[src/rtl/regfile_bist_ctrl.sv]
// regfile_bist_ctrl
// Self-test controller that drives an external register file and checks it.
// A run is two passes: the first uses the seed pattern, the second uses its
// bitwise inverse. Each pass writes every address in order, then reads every
// address back and compares against the value that was written.
//
// Ports
//   clk        system clock, rising edge
//   rst        asynchronous reset, active-high
//   start      level request; only looked at while idle
//   rf_we      register file write enable (registered)
//   rf_addr    register file address (registered)
//   rf_wd      register file write data (registered)
//   rf_rd      register file read data, combinational from rf_addr
//   busy       high while writing or reading
//   done       one-cycle pulse when a run finishes
//   pass       last run had no mismatches
//   err_count  number of mismatches in the last run
//   fail_addr  address of the first mismatch in the last run
module regfile_bist_ctrl #(
  parameter int DATA_W = 4,
  parameter int ADDR_W = 2,
  parameter int unsigned SEED = 4'hA
) (
  input  logic              clk,
  input  logic              rst,
  input  logic              start,
  output logic              rf_we,
  output logic [ADDR_W-1:0] rf_addr,
  output logic [DATA_W-1:0] rf_wd,
  input  logic [DATA_W-1:0] rf_rd,
  output logic              busy,
  output logic              done,
  output logic              pass,
  output logic [ADDR_W+1:0] err_count,
  output logic [ADDR_W-1:0] fail_addr
);

  localparam int ERR_W = ADDR_W + 2;
  localparam logic [DATA_W-1:0] SEED_V = SEED[DATA_W-1:0];
  localparam logic [ADDR_W-1:0] LAST_ADDR = '1;

  typedef enum logic [1:0] {IDLE, WRITE, READ, DONE} state_t;

  state_t state;
  logic   pass_idx;
  logic   mismatch;

  // Value stored at address a during pass p: seed plus address, inverted on
  // the second pass so every bit gets exercised at both polarities.
  function automatic logic [DATA_W-1:0] exp_val(input logic [ADDR_W-1:0] a,
                                                input logic p);
    logic [DATA_W-1:0] v;
    v = SEED_V + DATA_W'(a);
    return v ^ {DATA_W{p}};
  endfunction

  // The register file reads combinationally, so the data for the address we
  // are presenting this cycle is already on rf_rd. The result only feeds the
  // registered counters below, so it never reaches the rf_* outputs.
  assign mismatch = (state == READ) && (rf_rd != exp_val(rf_addr, pass_idx));

  // Single sequencer. rf_addr doubles as the address counter; it wraps
  // naturally at the end of each phase, and that wrap is where the phase
  // changes. Every output is assigned here so all of them are registered.
  always_ff @(posedge clk or posedge rst) begin
    if (rst) begin
      state     <= IDLE;
      pass_idx  <= 1'b0;
      rf_we     <= 1'b0;
      rf_addr   <= '0;
      rf_wd     <= '0;
      busy      <= 1'b0;
      done      <= 1'b0;
      pass      <= 1'b0;
      err_count <= '0;
      fail_addr <= '0;
    end else begin
      done <= 1'b0;
      case (state)
        IDLE: begin
          if (start) begin
            state     <= WRITE;
            pass_idx  <= 1'b0;
            rf_we     <= 1'b1;
            rf_addr   <= '0;
            rf_wd     <= exp_val('0, 1'b0);
            busy      <= 1'b1;
            pass      <= 1'b0;
            err_count <= '0;
            fail_addr <= '0;
          end
        end
        WRITE: begin
          rf_addr <= rf_addr + ADDR_W'(1);
          if (rf_addr == LAST_ADDR) begin
            state <= READ;
            rf_we <= 1'b0;
            rf_wd <= '0;
          end else begin
            rf_wd <= exp_val(rf_addr + ADDR_W'(1), pass_idx);
          end
        end
        READ: begin
          if (mismatch) begin
            err_count <= err_count + ERR_W'(1);
            if (err_count == '0) fail_addr <= rf_addr;
          end
          rf_addr <= rf_addr + ADDR_W'(1);
          if (rf_addr == LAST_ADDR) begin
            if (!pass_idx) begin
              state    <= WRITE;
              pass_idx <= 1'b1;
              rf_we    <= 1'b1;
              rf_wd    <= exp_val('0, 1'b1);
            end else begin
              // The final read's compare is folded in directly because its
              // increment of err_count lands on this same edge.
              state <= DONE;
              busy  <= 1'b0;
              done  <= 1'b1;
              pass  <= (err_count == '0) && !mismatch;
            end
          end
        end
        DONE: begin
          state <= IDLE;
        end
        default: begin
          state <= IDLE;
        end
      endcase
    end
  end

endmodule

[config.mk]
export PLATFORM = sky130hd
export DESIGN_NAME = regfile_bist_ctrl
export DESIGN_NICKNAME = d
export VERILOG_FILES = /design/src/rtl/regfile_bist_ctrl.sv
export SDC_FILE = /design/constraint.sdc
export NUM_CORES = 1
export LEC_CHECK = 0
export CORE_MARGIN = 2
export CORE_UTILIZATION = 55
export CTS_BUF_LIST = sky130_fd_sc_hd__clkbuf_16
export DETAILED_ROUTE_END_ITERATION = 10
export PLACE_DENSITY = 0.95
export SYNTH_ARGS = -nofsm -noshare
export SYNTH_HDL_FRONTEND = slang
export SYNTH_SLANG_ARGS = --single-unit
[constraint.sdc]
create_clock -name clk -period 5.42 [get_ports clk]
set_input_delay 0.813 -clock clk [delete_from_list [all_inputs] [get_ports clk]]
set_output_delay 0.813 -clock clk [all_outputs]
set_load 0.02 [all_outputs]
* After elaboration in Yosys (flattened, before gate mapping) *
Cells that the tools add are included.

storage, ports and cells
  bits in registers = 19
  word-level logic and storage cells = 80
  input bits = 7

cells by class
  add/sub/neg operators = 4
  equal/unequal tests = 12
  bitwise operators = 2
  mux-type cells = 35
  reductions and logical operators = 17

operators with widths
  kind                                                              number
  4-bit 2-to-1 mux                                                  6
  2-bit 2-to-1 mux                                                  7
  1-bit 2-to-1 mux                                                  13
  4-bit one-hot mux with 3 select lines                             1
  4-bit AND reduction                                               3
  2-bit != test (second input constant)                             5
  3-bit AND reduction                                               3
  4-bit by 2-bit adder with 4-bit output (first input constant)     2
  2-bit one-hot mux with 2 select lines                             2
  2-bit one-hot mux with 4 select lines                             1
  4-bit one-hot mux with 2 select lines                             1
  4-bit bitwise XOR                                                 2
  2-bit == test (second input constant)                             3
  1-bit one-hot mux with 2 select lines                             3
  5-bit AND reduction                                               1
  4-bit by 1-bit adder with 4-bit output (second input constant)    1
  4-bit zero test                                                   1
  2-bit by 1-bit != test with 1-bit output (second input constant)  2
  4-bit != test                                                     1
  2-bit nonzero test                                                2
  1-bit one-hot mux with 3 select lines                             1
  3-bit nonzero test                                                1
  2-bit by 1-bit adder with 2-bit output (second input constant)    1
  2-bit by 1-bit == test with 1-bit output (second input constant)  1
  other kinds (5)                                                   6

* Depth between registers and ports, before layout *
  word-level depth = 9
  mapped depth = 7
  gate-level depth less buffers = 6

* Least setup slack after synthesis *
No wires, ideal clock.

  path type = input-to-reg
  start = input port rf_rd[2]
  end = register pass
  path slack = 3.423 ns
  path buffers = 0
  data arrival time = 1.907 ns
  cell stages on the path = 4
  library setup time = 0.090 ns
  path through = or3b_1 > a211o_1 > and2_4 > o31ai_4

on the way
  cells in the longest elaborated chain, start to end = 7

ends and longest elaborated chain
  element                                RTL line  RTL
  start: declaration                     31        input logic [DATA_W-1:0] rf_rd,
  4-bit != test                          61        assign mismatch = (state == READ) && (rf_rd != exp_val(rf_addr, pass_idx));
  1-bit logical AND                      61
  1-bit zero test                        122       pass <= (err_count == '0) && !mismatch;
  1-bit logical AND                      122
  1-bit 2-to-1 mux                       111       if (!pass_idx) begin
  1-bit 2-to-1 mux                       110       if (rf_addr == LAST_ADDR) begin
  1-bit one-hot mux with 2 select lines  80        case (state)
  end signal: assignment                 122
  end: declaration                       34        output logic pass,

No other way between the ends. The select of a mux whose other input is x is not followed.
A chain may end at the register's enable or synchronous reset.

* Final worst setup path *
  start = input port rf_rd[1]
  end = register err_count[0]

on the way
  cells in the longest elaborated chain, start to end = 4

ends and longest elaborated chain
  element                               RTL line  RTL
  4-bit != test                         61
  1-bit logical AND                     61
  2-bit != test (no source line)        -
  3-bit AND reduction (no source line)  -
  end signal: assignment                106       err_count <= err_count + ERR_W'(1);
  end: declaration                      35        output logic [ADDR_W+1:0] err_count,

No other way between the ends.

==> run_results.csv <==
group,metric,value,unit
clock_tree,clock_sinks,19,
job,drv_cap,0,
power_and_ir_drop,swShare,42.8,%
yosys,synthCells,132,
placement,numPortBuffers,22,
floorplan,core_area,2020,um2
global_route,grt_pass1_vias,1149,
yosys,ys.flop_type,"dfrtp_1",
setup_path,cp.arrival,2620,ps
sta,fin_setup_tns,0,ps
floorplan,chipWidth,50.8,um
setup_path,path_cells,"clkdlybuf4s50_1 -> or3b_1 -> a211o_1 -> and2_4 -> o311ai_2",
clock_tree,h-tree-depth,1,
setup_path,critPathLaunchType,"input pin",
floorplan,die_h,50.8,um
power_and_ir_drop,power_frac_clock,19.0,%
yosys,seq_area_frac_synth,39.4,%
global_route,globalRouteTotalUtil,27.0,%
setup_path,cp-end-kind,"flop",
global_route,gr-max-usage-layer,"met2",
global_route,use_met1,34.0,%
setup_path,crit_fanout,7,
power_and_ir_drop,pwr-share-comb,52.5,%
yosys,synth.avg_cell_area,9.14,um2
floorplan,num_rows,16,
floorplan,ioPinCount,23,
floorplan,fp.dieArea,2580,um2
setup_path,path_class,"input pin to flop",
finish,multi_input_area,674,um2
yosys,synth_edf_count,0,
route,drt_iter0_drc,70,
global_route,grt_overflow,0,
setup_path,cp_slowest_stage_delay,570,ps
yosys,netlist_area,1210,um2
clock_tree,cts_buffer_depth,2,
clock_tree,tritoncts,"yes",
clock_tree,postCtsSetupRepairBufs,0,
setup_path,crit_required,5560,ps
yosys,postSynthNetCount,147,
setup_path,startpoint,"rf_rd[1]",
power_and_ir_drop,power_switching,338,uW
sta,rsz0062_at_grt,"no",
route,vias,1149,
sta,slew_viol_final,0,
sta,skew,2.03,ps
power_and_ir_drop,ir_worst_vdd,405,uV
min_path,hp-class,"flop to flop",
power_and_ir_drop,p_seq_share,28.5,%
finish,fillers,133,
min_path,hold_start,"busy$_DFFE_PP0P_",
global_route,grt_max_degree,20,
yosys,yosys_register_bits,19,
global_route,gr-usage-met2,46.1,%
global_route,met3_usage,3.80,%
finish,antenna-diode-count,0,
setup_path,r2r_setup_slack,3300,ps
sta,fmax,403,MHz
placement,gp_congestion,0.812,
global_route,grt_pass1_wl,5.26,mm
finish,nNetsFinal,170,
sta,finalCritPeriodShare,45.7,%
clock_tree,clk_latency,250,ps
placement,place_hpwl,2.08,mm
clock_tree,hold_buffers,0,
floorplan,initial_core_util,59.7,%
setup_path,worstReg2RegStart,"state[0]$_DFFE_PP0P_",
power_and_ir_drop,p_int,451,uW
route,viasPerCell,6.35,
finish,drive_above_1_share,7.14,%
clock_tree,root_buffer,"clkbuf_16",
sta,setup_viol,0,
yosys,yosysWarnings,0,
run_status,status,"finished, final reports clean",
sta,relSlewSlack,52.5,%
route,postRouteWirelength,3.01,mm
route,ant_nets,0,
finish,utilization,75.4,%
clock_tree,cts_resized,0,
clock_tree,clkSlewWorstSetupHoldPaths,50,ps
power_and_ir_drop,cellPowerDensity,518,nW/um2
route,drc_errors,0,
finish,seq_area,475,um2
sta,finalHoldViolations,0,
sta,worst_pin_slew,712,ps
finish,area_delta_synth_final,26.3,%
global_route,antenna_found_initial,0,
yosys,yosysUniqueCellTypes,37,
sta,min_period,2480,ps
clock_tree,cts_buffers,3,
route,drt-wirelength-per-cell,16.6,um
yosys,async_flop_share,100,%
power_and_ir_drop,total_leakage_power,0.000646,uW
setup_path,slowest_stage,"clkdlybuf4s50_1",
route,firstDrtPassIters,4,
==> power by group through the flow <==
stage	clock network [uW]	logic [uW]	registers, uW
after floorplan	0	239	255
after global placement	0	382	220
after detailed placement	0	401	225
after CTS	151	410	224
after global routing	162	455	231
final	150	414	225
==> final timing paths <==
path,to,depth (start not counted)
setup / recovery,err_count[0]$_DFFE_PP0P_,5
hold / removal,busy$_DFFE_PP0P_,2
setup reg to reg,fail_addr[0]$_DFFE_PP0P_,6
hold reg to reg,busy$_DFFE_PP0P_,2
max in group asynchronous,err_count[3]$_DFFE_PP0P_,2
min in group asynchronous,done$_DFF_PP0_,2
==> synth_stat cells, drive strengths merged (3+ instances only) <==
| library cell | n | share of area (%) |
|---|---|---|
| nand4 | 3 | 1.6 |
| o21ai | 11 | 4.6 |
| nand3 | 8 | 3.3 |
| nor3b | 4 | 2.5 |
| a21oi | 8 | 3.3 |
| nor2b | 4 | 2.1 |
| dfrtp | 19 | 39 |
| clkbuf | 4 | 1.2 |
| inv | 11 | 3.4 |
| nor2 | 7 | 2.2 |
| nand2 | 13 | 4.0 |
| and3 | 3 | 1.6 |
| ha | 8 | 8.3 |
==> registers in the layout, summed over array words and instances, names as in the netlist <==
register / cells
err_count: 4
rf_wd: 4
fail_addr: 2
rf_addr: 2
state: 2
busy: 1
done: 1
pass: 1
pass_idx: 1
rf_we: 1
==> critical path, delay by kind of cell <==
family / cells / cell delay, ps
AOI/OAI and AO/OA: 2 / 660
buffers and inverters: 1 / 570
and+or+nand+nor: 2 / 580
==> cells in the final DEF, fill, tap and decap left out, types with 2 or more instances in the layout <==
cell,netlist,routed
nor2b_1,4,4
clkdlybuf4s50_1,0,22
nor2_1,7,7
xor2_1,2,2
o211ai_1,2,2
ha_1,8,8
nor3_1,2,2
nand2b_1,2,2
and3_1,3,3
clkbuf_16,0,3
o311ai_2,2,2
nand3_1,8,8
nand2_1,13,13
dfrtp_1,19,19
a21oi_1,8,8
nand4_1,3,3
inv_1,11,12
o21ai_0,11,11
nor3b_1,4,4
==> cell families (layout without fill, tap and decap cells) <==
| family | Yosys count | count (layout) | share of synthesized area, % |
|---|---|---|---|
| AOI/OAI and AO/OA | 33 | 33 | 21.0 |
| buffers and inverters | 15 | 37 | 4.67 |
| adders and majority gates | 8 | 8 | 8.30 |
| xor gates and xnor gates | 3 | 3 | 2.18 |
| and+or+nand+nor | 54 | 54 | 24.5 |
| DFF | 19 | 19 | 39.4 |
==> cell type report <==
cell class	instances	share of cell area, %
multi-input combinational	98	44.3
sequential	19	31.2
timing repair buffer	22	14.4
clock buffer	3	4.93
inverter	11	2.71
tap	27	2.22
clock inverter	1	0.246
==> through the flow <==
stage	instances	hold slack (ps)	setup WS [ps]	total power (uW)	area [um2]
after floorplan	132	563	3420	493	1210
after global placement	177	462	2840	602	1450
after detailed placement	177	481	2730	625	1450
after CTS	181	502	2970	785	1520
after global routing	181	519	2850	848	1520
final	181	498	2940	789	1520
==> metal layers <==
metal | vias up | share of wire [%]
met5 | - | 0
met4 | 0 | 4.7
met3 | 20 | 5.7
met2 | 65 | 51
met1 | 548 | 39
li1 | 516 | -
Note: power is estimated with default switching activity, not from simulation.
==> RTL change, RTL diff (config.mk and constraints unchanged) <==
The parameter `DATA_W` goes from 4 to 3.
--- a/src/rtl/regfile_bist_ctrl.sv
+++ b/src/rtl/regfile_bist_ctrl.sv
@@ -20,3 +20,3 @@
 module regfile_bist_ctrl #(
-  parameter int DATA_W = 4,
+  parameter int DATA_W = 3,
   parameter int ADDR_W = 2,
Ports: changed (resized rf_rd and rf_wd); port bits go from 23 to 21. The function was not compared with the original's and may differ.
==> RTL change against the unedited design <==
- critical path depth decreased by 4
- highest routed layer is now met3
- global-route usage decreased by 6.2 points
- register-to-register slack improved by 0.08 ns
- final area decreased by 7.1%
- critical endpoint is now rf_addr[0]
- synthesized area decreased by 6.5%
- wire length decreased by 23%
- power increased by 7.2%
- die area decreased by 6.0%
- setup slack improved by 0.31 ns
- sequential cell count decreased by 1
==> RTL change: results (changes against the unedited design) <==
finClkSkew_ns: 0.00210  # was 0.00203 ns
critPathSlowestCell: "clkdlybuf4s50_1"  # unchanged
met2RoutedLength_um: 1260  # was 1530 um
worst-slew-pin-transition_ns: 0.696  # was 0.712 ns
synthMuxAreaShare_pct: 11.7  # was 0%
h-tree-depth: 1  # unchanged
grt_pass1_vias: 910  # was 1149
fill_cells: 154  # was 133
dr.max_layer_used: "met3"  # was met4
placement.io_buffers: 20  # was 22
post-place-ws_ns: 3.20  # was 2.73 ns
top_regs: "err_count: 4 flops, rf_wd: 3 flops"  # was err_count: 4 flops, rf_wd: 4 flops
layout-drive-gt1-share_pct: 10.3  # was 7.14%
outcome: "finished, final reports clean"  # unchanged
syn_nets: 130  # was 147
grt_start_max_net_pins: 20  # unchanged
via_per_inst: 5.49  # was 6.35
crit_family: "buffers and inverters"  # was compound AO/OA/AOI/OAI gates
cts.repair.resized: 0  # unchanged
critPathMaxStageDelay_ns: 0.65  # was 0.57 ns
synth_common_cells: "22 x nand2_1, 18 x dfrtp_1, 9 x mux2i_1, 8 x a21oi_1, 8 x ha_1"  # was 19 x dfrtp_1, 13 x nand2_1, 11 x inv_1, 11 x o21ai_0
synth_compound_gate_area_share_pct: 13.7  # was 21.0%
clk_path_buf_depth: 2  # unchanged
synth_warnings: 0  # unchanged
final_nets: 151  # was 170
synth-xor-area-share_pct: 3.66  # was 2.18%
wl_met3_um: 68  # was 173 um
firstDrtPassIters: 4  # unchanged
met2_usage_pct: 39.9  # was 46.1%
ir_worst_vdd_mv: 0.370  # was 0.405 mV
drtIter0Drc: 20  # was 70
use_met3_pct: 2.76  # was 3.80%
path_max_fanout: 6  # was 7
clk_pin_slew_ns: 0.05  # about the same
antenna_found_initial: 0  # unchanged
met1_length_um: 983  # was 1170 um
worstSkewPairLatency_ns: 0.24
synth_ff_type: "dfrtp_1"  # unchanged
diodes: 0  # unchanged
gp_congestion: 0.911  # was 0.812
synth_fa_ha_area_share_pct: 8.88  # was 8.30%
p_leak_nw: 0.650  # was 0.646 nW
synth_cell_types: 30  # was 37
min_path_type: "register to register"  # unchanged
cts_buffers: 3  # unchanged
grt_pass1_wl_um: 3910  # was 5260 um
cts_root_buf: "clkbuf_16"  # unchanged
ys_top_cells_by_area: "dfrtp_1 40%, ha_1 8.9%, mux2i_1 8.0%"  # was dfrtp_1 39%, ha_1 8.3%, o21ai_0 4.6%
seq_area_frac_synth_pct: 40.0  # was 39.4%
gr-usage-all-layers_pct: 20.8  # was 27.0%
synthArstFlopShare_pct: 100  # unchanged
postCtsSetupBuffers: 0  # unchanged
grt_use_met1_pct: 23.2  # was 34.0%
arrival_ns: 1.35  # was 2.62 ns
hpwlAfterDp_um: 1750  # was 2080 um
wl_um: 2310  # was 3010 um
## RTL change: cell families (layout without fill, tap and decap cells)
| kind of cell | Yosys count | in the layout |
|---|---|---|
| muxes | 12 | 12 |
| DFF | 18 | 18 |
| and+or+nand+nor | 44 | 44 |
| adders and majority gates | 8 | 8 |
| buffers and inverters | 9 | 29 |
| xor gates and xnor gates | 3 | 3 |
| AOI/OAI and AO/OA | 22 | 22 |
## RTL change: area by class of cell
cell class / instances / area, sq um / share of cell area, %
clock buffer: 3 / 75.1 / 5.30
clock inverter: 1 / 3.75 / 0.265
inverter: 5 / 18.8 / 1.33
multi-input combinational: 89 / 634 / 44.8
sequential: 18 / 450 / 31.8
tap: 27 / 33.8 / 2.39
timing repair buffer: 20 / 200 / 14.1
## RTL change: stage by stage
step / area, sq um / std cells / power (mW) / util (%)
after floorplan: 1130 / 116 / 0.555 / -
after global placement: 1340 / 159 / 0.674 / 68.9
after detailed placement: 1340 / 159 / 0.697 / 68.9
after CTS: 1420 / 163 / 0.850 / 72.9
after global routing: 1420 / 163 / 0.907 / 72.9
final: 1420 / 163 / 0.846 / 72.9
## RTL change: worst paths after layout
| kind | from | end | slack [ns] | depth (start not counted) |
|---|---|---|---|---|
| worst max register to register | state[0] | err_count[0] | 3.38 | 6 |
| min in group asynchronous | rst | rf_wd[0] | 0.98 | 2 |
| worst min register to register | rf_wd[0] | rf_wd[0] | 0.50 | 1 |
| worst min-delay path | rf_wd[0] | rf_wd[0] | 0.50 | 1 |
| max in group asynchronous | rst | busy | 4.00 | 2 |
| worst max-delay path | rf_addr[0] | rf_addr[0] | 3.25 | 1 |
## RTL change: report_power, final
group	internal, mW	total [mW]	switching [mW]
clock	0.0979	0.145	0.0474
sequential	0.182	0.229	0.0465
combinational	0.209	0.472	0.264
total	0.489	0.846	0.357
